**src/rtl/fifo_pop_scheduler_pkg.sv**
```systemverilog
`default_nettype none
// ============================================================================
// Module   : fifo_pop_scheduler_pkg
// Purpose  : Shared types and constants for the three-FIFO pop scheduler:
//            FSM state encoding, Out_SRC codes, parameter defaults and a
//            grant-to-source helper.
// Revision : 1.0 - initial release
// ============================================================================
package fifo_pop_scheduler_pkg;

  typedef enum logic [1:0] {
    ST_IDLE = 2'd0,
    ST_POP  = 2'd1,
    ST_WAIT = 2'd2,
    ST_HOLD = 2'd3
  } state_t;

  localparam logic [1:0] c_SRC_NONE = 2'd0;
  localparam logic [1:0] c_SRC_F1   = 2'd1;
  localparam logic [1:0] c_SRC_F2   = 2'd2;
  localparam logic [1:0] c_SRC_F3   = 2'd3;

  localparam int unsigned c_DEF_RD_LAT    = 1;
  localparam int unsigned c_DEF_BURST_LEN = 4;

  // One-hot grant (bit0 = FIFO1) to the Out_SRC code of that FIFO.
  function automatic logic [1:0] grant_to_src(input logic [2:0] grant);
    logic [1:0] src;
    src = c_SRC_NONE;
    if (grant[0])      src = c_SRC_F1;
    else if (grant[1]) src = c_SRC_F2;
    else if (grant[2]) src = c_SRC_F3;
    return src;
  endfunction

endpackage
`default_nettype wire

```
**src/rtl/fifo_pop_scheduler_if.sv**
```systemverilog
`default_nettype none
// ============================================================================
// Module   : fifo_pop_scheduler_if
// Purpose  : FIFO-side and consumer-side signal bundle of the pop scheduler.
//            master = scheduler, slave = FIFOs plus consumer.
// Revision : 1.0 - initial release
// ============================================================================
interface fifo_pop_scheduler_if;
  logic [2:0]  Enable_i;
  logic [3:0]  POP_FLAG1_i;
  logic [3:0]  POP_FLAG2_i;
  logic [3:0]  POP_FLAG3_i;
  logic [7:0]  FIFO1_DOUT_i;
  logic [15:0] FIFO2_DOUT_i;
  logic [31:0] FIFO3_DOUT_i;
  logic        POP1_o;
  logic        POP2_o;
  logic        POP3_o;
  logic [31:0] Out_DAT_o;
  logic [1:0]  Out_SRC_o;
  logic        Out_VLD_o;
  logic        Out_RDY_i;
  logic        Busy_o;

  modport master (
    input  Enable_i, POP_FLAG1_i, POP_FLAG2_i, POP_FLAG3_i,
    input  FIFO1_DOUT_i, FIFO2_DOUT_i, FIFO3_DOUT_i, Out_RDY_i,
    output POP1_o, POP2_o, POP3_o, Out_DAT_o, Out_SRC_o, Out_VLD_o, Busy_o
  );

  modport slave (
    output Enable_i, POP_FLAG1_i, POP_FLAG2_i, POP_FLAG3_i,
    output FIFO1_DOUT_i, FIFO2_DOUT_i, FIFO3_DOUT_i, Out_RDY_i,
    input  POP1_o, POP2_o, POP3_o, Out_DAT_o, Out_SRC_o, Out_VLD_o, Busy_o
  );
endinterface
`default_nettype wire

```
**src/rtl/fifo_pop_scheduler_rr_arbiter3.sv**
```systemverilog
`default_nettype none
// ============================================================================
// Module   : rr_arbiter3
// Purpose  : Combinational 3-way round-robin pick. Search starts at the FIFO
//            after the last granted one; output is one-hot (bit0 = FIFO1).
// Revision : 1.0 - initial release
// ============================================================================
module rr_arbiter3
  import fifo_pop_scheduler_pkg::*;
(
  input  logic [2:0] i_elig,
  input  logic [1:0] i_last,
  output logic [2:0] o_grant
);

  // Priority rotates with the last grant; an unused last code behaves as FIFO3.
  always_comb begin
    o_grant = 3'b000;
    case (i_last)
      c_SRC_F1: begin
        if (i_elig[1])      o_grant = 3'b010;
        else if (i_elig[2]) o_grant = 3'b100;
        else if (i_elig[0]) o_grant = 3'b001;
      end
      c_SRC_F2: begin
        if (i_elig[2])      o_grant = 3'b100;
        else if (i_elig[0]) o_grant = 3'b001;
        else if (i_elig[1]) o_grant = 3'b010;
      end
      default: begin
        if (i_elig[0])      o_grant = 3'b001;
        else if (i_elig[1]) o_grant = 3'b010;
        else if (i_elig[2]) o_grant = 3'b100;
      end
    endcase
  end

endmodule
`default_nettype wire

```
**src/rtl/fifo_pop_scheduler.sv**
```systemverilog
`default_nettype none
// ============================================================================
// Module   : fifo_pop_scheduler
// Purpose  : Round-robin pop scheduler for three FIFOs. Pops one word, waits
//            RD_LAT cycles for read data, presents it with a valid/ready
//            handshake and keeps bursting up to BURST_LEN words per grant.
// Revision : 1.0 - initial release
// ============================================================================
module fifo_pop_scheduler
  import fifo_pop_scheduler_pkg::*;
#(
  parameter int unsigned RD_LAT    = c_DEF_RD_LAT,
  parameter int unsigned BURST_LEN = c_DEF_BURST_LEN
) (
  input  logic                 WBs_CLK_i,
  input  logic                 WBs_RST_i,
  fifo_pop_scheduler_if.master bus
);

  localparam logic [1:0] c_RD_LAT    = 2'(RD_LAT);
  localparam logic [3:0] c_BURST_LEN = 4'(BURST_LEN);

  state_t      r_state;
  state_t      w_next_state;
  logic [2:0]  r_grant;
  logic [1:0]  r_last;
  logic [1:0]  r_lat_cnt;
  logic [3:0]  r_burst;
  logic [31:0] r_dat;
  logic [1:0]  r_src;
  logic        r_vld;

  logic [2:0]  w_elig;
  logic [2:0]  w_arb_grant;
  logic [3:0]  w_burst_inc;
  logic [31:0] w_dout;
  logic        w_load_grant;
  logic        w_capture;
  logic        w_hs_cont;
  logic        w_hs_end;
  logic        w_pop_en;

  assign w_elig = bus.Enable_i & {bus.POP_FLAG3_i != 4'h0,
                                  bus.POP_FLAG2_i != 4'h0,
                                  bus.POP_FLAG1_i != 4'h0};
  assign w_burst_inc = r_burst + 4'd1;

  rr_arbiter3 u_arb (
    .i_elig  (w_elig),
    .i_last  (r_last),
    .o_grant (w_arb_grant)
  );

  // Zero-extended read data of the currently granted FIFO.
  always_comb begin
    w_dout = bus.FIFO3_DOUT_i;
    case (r_grant)
      3'b001:  w_dout = {24'h0, bus.FIFO1_DOUT_i};
      3'b010:  w_dout = {16'h0, bus.FIFO2_DOUT_i};
      default: w_dout = bus.FIFO3_DOUT_i;
    endcase
  end

  // Next-state and per-cycle control decisions.
  always_comb begin
    w_next_state = r_state;
    w_load_grant = 1'b0;
    w_capture    = 1'b0;
    w_hs_cont    = 1'b0;
    w_hs_end     = 1'b0;
    case (r_state)
      ST_IDLE: begin
        if (|w_elig) begin
          w_load_grant = 1'b1;
          w_next_state = ST_POP;
        end
      end
      ST_POP: w_next_state = ST_WAIT;
      ST_WAIT: begin
        if (r_lat_cnt == c_RD_LAT) begin
          w_capture    = 1'b1;
          w_next_state = ST_HOLD;
        end
      end
      ST_HOLD: begin
        if (bus.Out_RDY_i) begin
          // Stay on the same FIFO only while the burst has room and it still has data.
          if ((w_burst_inc < c_BURST_LEN) && |(r_grant & w_elig)) begin
            w_hs_cont    = 1'b1;
            w_next_state = ST_POP;
          end else begin
            w_hs_end     = 1'b1;
            w_next_state = ST_IDLE;
          end
        end
      end
      default: w_next_state = ST_IDLE;
    endcase
  end

  // State register.
  always_ff @(posedge WBs_CLK_i) begin
    if (WBs_RST_i) r_state <= ST_IDLE;
    else           r_state <= w_next_state;
  end

  // Grant, latency/burst counters and the output word register.
  always_ff @(posedge WBs_CLK_i) begin
    if (WBs_RST_i) begin
      r_grant   <= 3'b000;
      r_last    <= c_SRC_F3;
      r_lat_cnt <= 2'd0;
      r_burst   <= 4'd0;
      r_dat     <= 32'h0;
      r_src     <= c_SRC_NONE;
      r_vld     <= 1'b0;
    end else begin
      if (w_load_grant) r_grant <= w_arb_grant;
      // Counter names the WAIT cycle index after the pop (first WAIT cycle = 1).
      if (r_state == ST_POP)                   r_lat_cnt <= 2'd1;
      else if (r_state == ST_WAIT && !w_capture) r_lat_cnt <= r_lat_cnt + 2'd1;
      if (w_capture) begin
        r_dat <= w_dout;
        r_src <= grant_to_src(r_grant);
        r_vld <= 1'b1;
      end
      if (w_hs_cont || w_hs_end) begin
        r_vld <= 1'b0;
        r_src <= c_SRC_NONE;
      end
      if (w_hs_cont) r_burst <= w_burst_inc;
      if (w_hs_end) begin
        r_burst <= 4'd0;
        r_last  <= grant_to_src(r_grant);
      end
    end
  end

  // Reset masks the strobe so an in-flight POP cycle never reaches a FIFO.
  assign w_pop_en      = (r_state == ST_POP) && !WBs_RST_i;
  assign bus.POP1_o    = w_pop_en & r_grant[0];
  assign bus.POP2_o    = w_pop_en & r_grant[1];
  assign bus.POP3_o    = w_pop_en & r_grant[2];
  assign bus.Out_DAT_o = r_dat;
  assign bus.Out_SRC_o = r_src;
  assign bus.Out_VLD_o = r_vld;
  assign bus.Busy_o    = (r_state != ST_IDLE);

endmodule
`default_nettype wire

```
**src/flat_wrapper.sv**
```systemverilog
// flat-port wrapper written by rule: the top's interface ports become plain ports
module fifo_pop_scheduler_flat import fifo_pop_scheduler_pkg::*;
#(
  parameter int unsigned RD_LAT    = c_DEF_RD_LAT,
  parameter int unsigned BURST_LEN = c_DEF_BURST_LEN
)
  (WBs_CLK_i, WBs_RST_i, bus_Enable_i, bus_POP_FLAG1_i, bus_POP_FLAG2_i, bus_POP_FLAG3_i, bus_FIFO1_DOUT_i, bus_FIFO2_DOUT_i, bus_FIFO3_DOUT_i, bus_Out_RDY_i, bus_POP1_o, bus_POP2_o, bus_POP3_o, bus_Out_DAT_o, bus_Out_SRC_o, bus_Out_VLD_o, bus_Busy_o);
  fifo_pop_scheduler_if bus_i ();
  input  logic WBs_CLK_i;
  input  logic WBs_RST_i;
  input wire logic [$bits(bus_i.Enable_i)-1:0] bus_Enable_i;
  input wire logic [$bits(bus_i.POP_FLAG1_i)-1:0] bus_POP_FLAG1_i;
  input wire logic [$bits(bus_i.POP_FLAG2_i)-1:0] bus_POP_FLAG2_i;
  input wire logic [$bits(bus_i.POP_FLAG3_i)-1:0] bus_POP_FLAG3_i;
  input wire logic [$bits(bus_i.FIFO1_DOUT_i)-1:0] bus_FIFO1_DOUT_i;
  input wire logic [$bits(bus_i.FIFO2_DOUT_i)-1:0] bus_FIFO2_DOUT_i;
  input wire logic [$bits(bus_i.FIFO3_DOUT_i)-1:0] bus_FIFO3_DOUT_i;
  input wire logic [$bits(bus_i.Out_RDY_i)-1:0] bus_Out_RDY_i;
  output wire logic [$bits(bus_i.POP1_o)-1:0] bus_POP1_o;
  output wire logic [$bits(bus_i.POP2_o)-1:0] bus_POP2_o;
  output wire logic [$bits(bus_i.POP3_o)-1:0] bus_POP3_o;
  output wire logic [$bits(bus_i.Out_DAT_o)-1:0] bus_Out_DAT_o;
  output wire logic [$bits(bus_i.Out_SRC_o)-1:0] bus_Out_SRC_o;
  output wire logic [$bits(bus_i.Out_VLD_o)-1:0] bus_Out_VLD_o;
  output wire logic [$bits(bus_i.Busy_o)-1:0] bus_Busy_o;
  assign bus_i.Enable_i = bus_Enable_i;
  assign bus_i.POP_FLAG1_i = bus_POP_FLAG1_i;
  assign bus_i.POP_FLAG2_i = bus_POP_FLAG2_i;
  assign bus_i.POP_FLAG3_i = bus_POP_FLAG3_i;
  assign bus_i.FIFO1_DOUT_i = bus_FIFO1_DOUT_i;
  assign bus_i.FIFO2_DOUT_i = bus_FIFO2_DOUT_i;
  assign bus_i.FIFO3_DOUT_i = bus_FIFO3_DOUT_i;
  assign bus_i.Out_RDY_i = bus_Out_RDY_i;
  assign bus_POP1_o = bus_i.POP1_o;
  assign bus_POP2_o = bus_i.POP2_o;
  assign bus_POP3_o = bus_i.POP3_o;
  assign bus_Out_DAT_o = bus_i.Out_DAT_o;
  assign bus_Out_SRC_o = bus_i.Out_SRC_o;
  assign bus_Out_VLD_o = bus_i.Out_VLD_o;
  assign bus_Busy_o = bus_i.Busy_o;
  fifo_pop_scheduler #(.RD_LAT(RD_LAT), .BURST_LEN(BURST_LEN)) u_core (.WBs_CLK_i(WBs_CLK_i), .WBs_RST_i(WBs_RST_i), .bus(bus_i));
endmodule
```
**config.mk**
```make
export PLATFORM = sky130hd
export DESIGN_NAME = fifo_pop_scheduler_flat
export DESIGN_NICKNAME = d
export VERILOG_FILES = /design/src/rtl/fifo_pop_scheduler_pkg.sv /design/src/rtl/fifo_pop_scheduler_if.sv /design/src/rtl/fifo_pop_scheduler_rr_arbiter3.sv /design/src/rtl/fifo_pop_scheduler.sv /design/src/flat_wrapper.sv
export SDC_FILE = /design/constraint.sdc
export NUM_CORES = 1
export LEC_CHECK = 0
export BUFFER_PORTS_ARGS = -buffer_cell sky130_fd_sc_hd__buf_2
export CAP_MARGIN = 20
export CORE_ASPECT_RATIO = 1.25
export CORE_MARGIN = 2
export CORE_UTILIZATION = 51
export CTS_BUF_LIST = sky130_fd_sc_hd__clkbuf_16
export CTS_CLUSTER_DIAMETER = 30
export CTS_CLUSTER_SIZE = 24
export DETAILED_ROUTE_END_ITERATION = 12
export GPL_ROUTABILITY_DRIVEN = 0
export PLACE_DENSITY = 0.86
export SLEW_MARGIN = 20
export SYNTH_ARGS = -nofsm -noshare
export SYNTH_HDL_FRONTEND = slang
export SYNTH_SLANG_ARGS = --single-unit
```
**constraint.sdc**
```tcl
create_clock -name WBs_CLK_i -period 3.35 [get_ports WBs_CLK_i]
set_clock_uncertainty 0.15 [all_clocks]
set_input_delay 0.5025 -clock WBs_CLK_i [delete_from_list [all_inputs] [get_ports WBs_CLK_i]]
set_output_delay 0.5025 -clock WBs_CLK_i [all_outputs]
set_load 0.02 [all_outputs]
```
# Word-level counts from Yosys, hierarchy flattened
# Index checks and enable logic that the tools add are counted.
op_classes:
  addsub: 2
  order_cmp: 1
  eq_ne: 11
  muxes: 31
  n_bitwise: 5
  reduce_logical: 18
op_table:
  columns: ["operator", "count"]
  rows:
  - ["case mux 32 bit (2 select lines)", 1]
  - ["two-way mux 3 bit", 6]
  - ["two-way mux 2 bit", 8]
  - ["two-way mux 1 bit", 14]
  - ["nonzero test 4 bit", 3]
  - ["case mux 2 bit (4 select lines)", 1]
  - ["bitwise AND 3 bit", 2]
  - ["equality test 2 x 1 -> 1 bit, second input constant", 3]
  - ["equality test 2 bit, second input constant", 3]
  - ["case mux 3 bit (2 select lines)", 1]
  - ["OR reduction 2 bit", 3]
  - ["OR reduction 3 bit", 2]
  - ["adder 4 x 1 -> 4 bit, second input constant", 1]
  - ["< comparator 4 x 3 -> 1 bit, second input constant", 1]
  - ["inequality test 2 x 1 -> 1 bit, second input constant", 2]
  - ["nonzero test 2 bit", 2]
  - ["bitwise AND 1 bit", 3]
  - ["equality test 3 x 1 -> 1 bit, second input constant", 1]
  - ["equality test 3 x 2 -> 1 bit, second input constant", 1]
  - ["logical AND 1 bit", 3]
  - ["AND reduction 3 bit", 1]
  - ["adder 2 x 1 -> 2 bit, second input constant", 1]
  - ["zero test 1 bit", 2]
  - ["zero test 2 bit", 1]
  - ["other kinds (2)", 2]
totals:
  ff_bits: 48
  inputBits: 74
  out_inout_bits: 39

# Longest topological paths before layout
depth:
  word_depth: 10
  mapped_depth: 7
  ltp_nobuf: 6

# Modules after synthesis
# From an unflattened synthesis, not the netlist that was laid out.
hier_totals:
  cells_unflattened: 279
  hier_area_um2: 2444.8
by_module_without_submodules:
  columns: ["mod", "n_inst", "cells_per_inst", "area_each_um2", "seq_area_each_um2"]
  rows:
  - ["fifo_pop_scheduler", 1, 262, 2324.7, 960.9]
  - ["rr_arbiter3", 1, 17, 120.1, 0.0]

# Worst setup path before layout
# OpenSTA, ideal clock, no wires.
synth_path:
  path_type: "reg-to-output"
  start: "register u_core.r_grant[0]"
  end: "output bus_POP1_o"
  arrival_time_ns: 1.210
  setup_slack_ns: 1.487
  path_stages_with_launch: 4
  path_cell_list: "dfxtp_1 clkbuf_1 buf_1 and2_1"
synth_via:
  elab_chain_cells: 1
synth_rtl:
  columns: ["element", "line", "rtl"]
  rows:
  - ["start, declared", "fifo_pop_scheduler.sv:25", "logic [2:0] r_grant;"]
  - ["start signal, assigned", "fifo_pop_scheduler.sv:118", "if (w_load_grant) r_grant <= w_arb_grant;"]
  - ["bitwise AND 1 bit", "fifo_pop_scheduler.sv:141", "assign bus.POP1_o = w_pop_en & r_grant[0];"]
  - ["end, declared", "flat_wrapper.sv:19", "output wire logic [$bits(bus_i.POP1_o)-1:0] bus_POP1_o;"]
# No other way between the ends.

# Worst setup path in the final report
layout_path:
  start: "register u_core.r_state[1]"
  end: "output bus_POP3_o"
layout_via:
  elab_chain_cells: 3
layout_rtl:
  columns: ["element", "line", "rtl"]
  rows:
  - ["start, declared", "fifo_pop_scheduler.sv:23", "state_t r_state;"]
  - ["start signal, assigned", "fifo_pop_scheduler.sv:104", "else r_state <= w_next_state;"]
  - ["equality test 2 x 1 -> 1 bit", "fifo_pop_scheduler.sv:140", "assign w_pop_en = (r_state == ST_POP) && !WBs_RST_i;"]
  - ["logical AND 1 bit", "fifo_pop_scheduler.sv:140", null]
  - ["bitwise AND 1 bit", "fifo_pop_scheduler.sv:143", "assign bus.POP3_o = w_pop_en & r_grant[2];"]
  - ["end, declared", "flat_wrapper.sv:21", "output wire logic [$bits(bus_i.POP3_o)-1:0] bus_POP3_o;"]
# No other way between the ends.

==> impl_metrics.json <==
{
  "ant_nets": 0,
  "synthTopCellsByArea": "dfxtp_1, a22oi_1, nor2_1, a21oi_1, ha_1",
  "syn_to_final_growth_pct": 31.00,
  "slew_headroom": 0.4148,
  "path_max_fanout": 4,
  "clk_pin_slew_worst_paths_ns": 0.07,
  "rows": 28,
  "antenna_cells": 0,
  "total_power_w": 0.002044,
  "drtPass1Iterations": 4,
  "ys_warn_count": 0,
  "synth_area_um2": 2502,
  "worst_slew_pin_slew_ns": 0.8778,
  "pin_count": 113,
  "cts_setup_buffers": 0,
  "drt-wirelength-per-cell_um": 16.02,
  "vias_per_cell": 5.955,
  "path_cells": "inv_1, ha_1, nor2b_1, and2_1, buf_2",
  "synthFlopType": "dfxtp_1",
  "status": "completed",
  "setup_viol": 0,
  "hp-class": "in2reg",
  "final_nets": 467,
  "wl_um": 7131,
  "syn-instance-count": 282,
  "crit_required_ns": 2.70,
  "critPathMaxStageDelay_ns": 0.39,
  "layoutNonFillerInstCount": 445,
  "grt_pass1_wl_um": 11070,
  "seq_area_um2": 960.9,
  "synth_xor_area_frac": 0.007000,
  "crit_type": "reg2out",
  "setup_tns_ns": 0,
  "synth-async-reset-ratio": 0,
  "dp_hpwl_um": 5068,
  "antenna_found_initial": 0,
  "multi_input_area_um2": 1420,
  "clockRootBuffer": "clkbuf_16",
  "synth_top_family_by_area": "compound AO/OA/AOI/OAI gates",
  "drt_iter0_drc": 143,
  "leakagePower_nw": 1.589,
  "dpl_worst_slack_ns": 1.168,
  "synth_mux_area_frac": 0.008000,
  "ys_seq_area_frac": 0.3840,
  "use_met2": 0.4540,
  "max-vdd-ir-drop_v": 0.0004019,
  "fillerInstances": 415,
  "synth_edf_count": 0,
  "drc": 0,
  "report.final.slew_viol_count": 0,
  "synth_compound_area_frac": 0.3705,
  "start_util": 0.5291,
  "use_met3": 0.06098,
  "setup_slack_ns": 1.146,
  "cp_data_arrival_time_ns": 1.55,
  "start_kind": "flop",
  "synth-adder-area-share": 0.04500,
  "clock_latency_ns": 0.29,
  "gr-total-overflow": 0,
  "numCtsBuffers": 5,
  "dieArea_um2": 5486,
  "rsz0062_at_grt": "no",
  "postCtsResizedCells": 0,
  "maxCapViolCount": 0,
  "fin_crit_sh": 0.6579,
  "dpl.cell_count": 437,
  "portBuffers": 112,
  "ys_types": 45,
  "hold_buffers": 0,
  "synth_top_cell_by_area": "dfxtp_1",
  "synth-seq-cells": 48,
  "yosys.area_share.simple": 0.1355,
  "syn_nets": 365,
  "busiest_layer": "met2",
  "finalCriticalPeriod_ns": 2.204,
  "end_kind": "primary output",
  "p_per_area_nw_per_um2": 623.6,
  "ctsHtreeMaxLevel": 2,
  "clockBufferDepth": 2,
  "die_x_um": 66.65,
  "core_um2": 4730,
  "cts_tree": "yes",
  "grt_max_degree": 38,
  "synth.top_cell.area_share": 0.3840,
  "cts.sinks": 48,
  "track_usage": 0.2596,
  "slowest_stage": "dfxtp_1",
  "die_y_um": 82.32,
  "vias": 2650,
  "hold_viol": 0,
  "drive_above_1_share": 0.3506,
  "grt_pass1_vias": 2450,
  "max_freq_mhz": 453.8,
  "use_met1": 0.3042,
  "syn_avg_cell_area_um2": 8.874,
  "whs_ns": 0.3034
}
-- registers in the layout, indices dropped and copies added, names as in the netlist --
register              cells
u_core.bus.Out_SRC_o      2
u_core.bus.Out_DAT_o     32
u_core.r_state            2
u_core.bus.Out_VLD_o      1
u_core.r_burst            4
u_core.r_lat_cnt          2
u_core.r_grant            3
u_core.r_last             2
-- layer usage --
| metal | vias up | share of wire | wire length (um) |
|---|---|---|---|
| met3 | 16 | 0.064 | 455 |
| met2 | 112 | 0.52 | 3705 |
| met5 | - | 0 | 0 |
| met1 | 1269 | 0.40 | 2840 |
| li1 | 1253 | - | - |
| met4 | 0 | 0.018 | 130 |
-- cell usage after synthesis (3+ instances only) --
cell type  number
dfxtp_1        48
nor2_1         38
a22oi_1        32
a21oi_1        23
clkbuf_1       13
inv_1          11
a211oi_1        9
a21o_1          9
ha_1            9
o21ai_0         9
a221oi_1        8
a2bb2oi_1       8
and2_1          8
nand2_1         7
a22o_1          4
buf_2           4
nor2b_1         4
buf_1           3
nand3_1         3
o41ai_4         3
-- cell type report --
cell class                      count  share of cell area
Clock buffer                        5             0.03817
Clock inverter                      3             0.02099
Inverter                           12             0.01374
Multi-Input combinational cell    202              0.4332
Sequential cell                    48              0.2931
Tap cell                           60             0.02290
Timing Repair Buffer              115              0.1779
-- cell usage in the layout (no fill, tap or decap), drive strengths merged, types with 2 or more instances in the layout --
cell type  count
buf          115
a22oi         32
nor3           2
a22o           4
bufinv         2
inv           13
nor2b          4
and2           8
nand3          3
o41ai          4
nand2          7
dfxtp         48
o21ai         10
a21o           9
mux2i          2
a221oi         8
a21oi         23
a211oi        10
or2            2
clkbuf         5
ha             9
nand4          2
nor2          38
a2bb2oi        8
xor2           2
-- worst max-delay path, delay by kind of cell (launching register included) --
kind | cells | cell delay [ns]
buf+inv | 2 | 0.28
flops | 1 | 0.39
simple gates | 2 | 0.36
fa+ha+maj | 1 | 0.23
-- kinds of logic after synthesis --
group                    after synthesis
AND/OR/NAND/NOR                       71
flip-flops                            48
adder cells (fa/ha/maj)                9
AO/OA/AOI/OAI                        118
buffers and inverters                 32
XOR/XNOR                               2
multiplexers                           2
-- report_power, final --
group / switching [W] / internal (W)
combinational: 0.000404 / 0.000285
sequential: 0.0000596 / 0.000639
clock: 0.000226 / 0.000430
-- path summary, 6_finish.rpt --
check | slack (ns) | depth (start not counted) | to | start
worst max register to register | 1.32 | 5 | u_core.bus.Out_DAT_o[15] | u_core.r_state[0]
worst max-delay path | 1.15 | 5 | bus_POP3_o | u_core.r_state[1]
worst min-delay path | 0.30 | 3 | u_core.bus.Out_DAT_o[29] | bus_FIFO3_DOUT_i[29]
worst min register to register | 0.31 | 1 | u_core.bus.Out_VLD_o | u_core.bus.Out_VLD_o
-- through the flow --
stage | utilization | area [um^2]
detailed placement | 0.6521 | 3084
floorplan | - | 2502
global placement | 0.6513 | 3080
finish | 0.6931 | 3278
CTS | 0.6931 | 3278
global route | 0.6931 | 3278
Power figures use the tool's default switching activity.
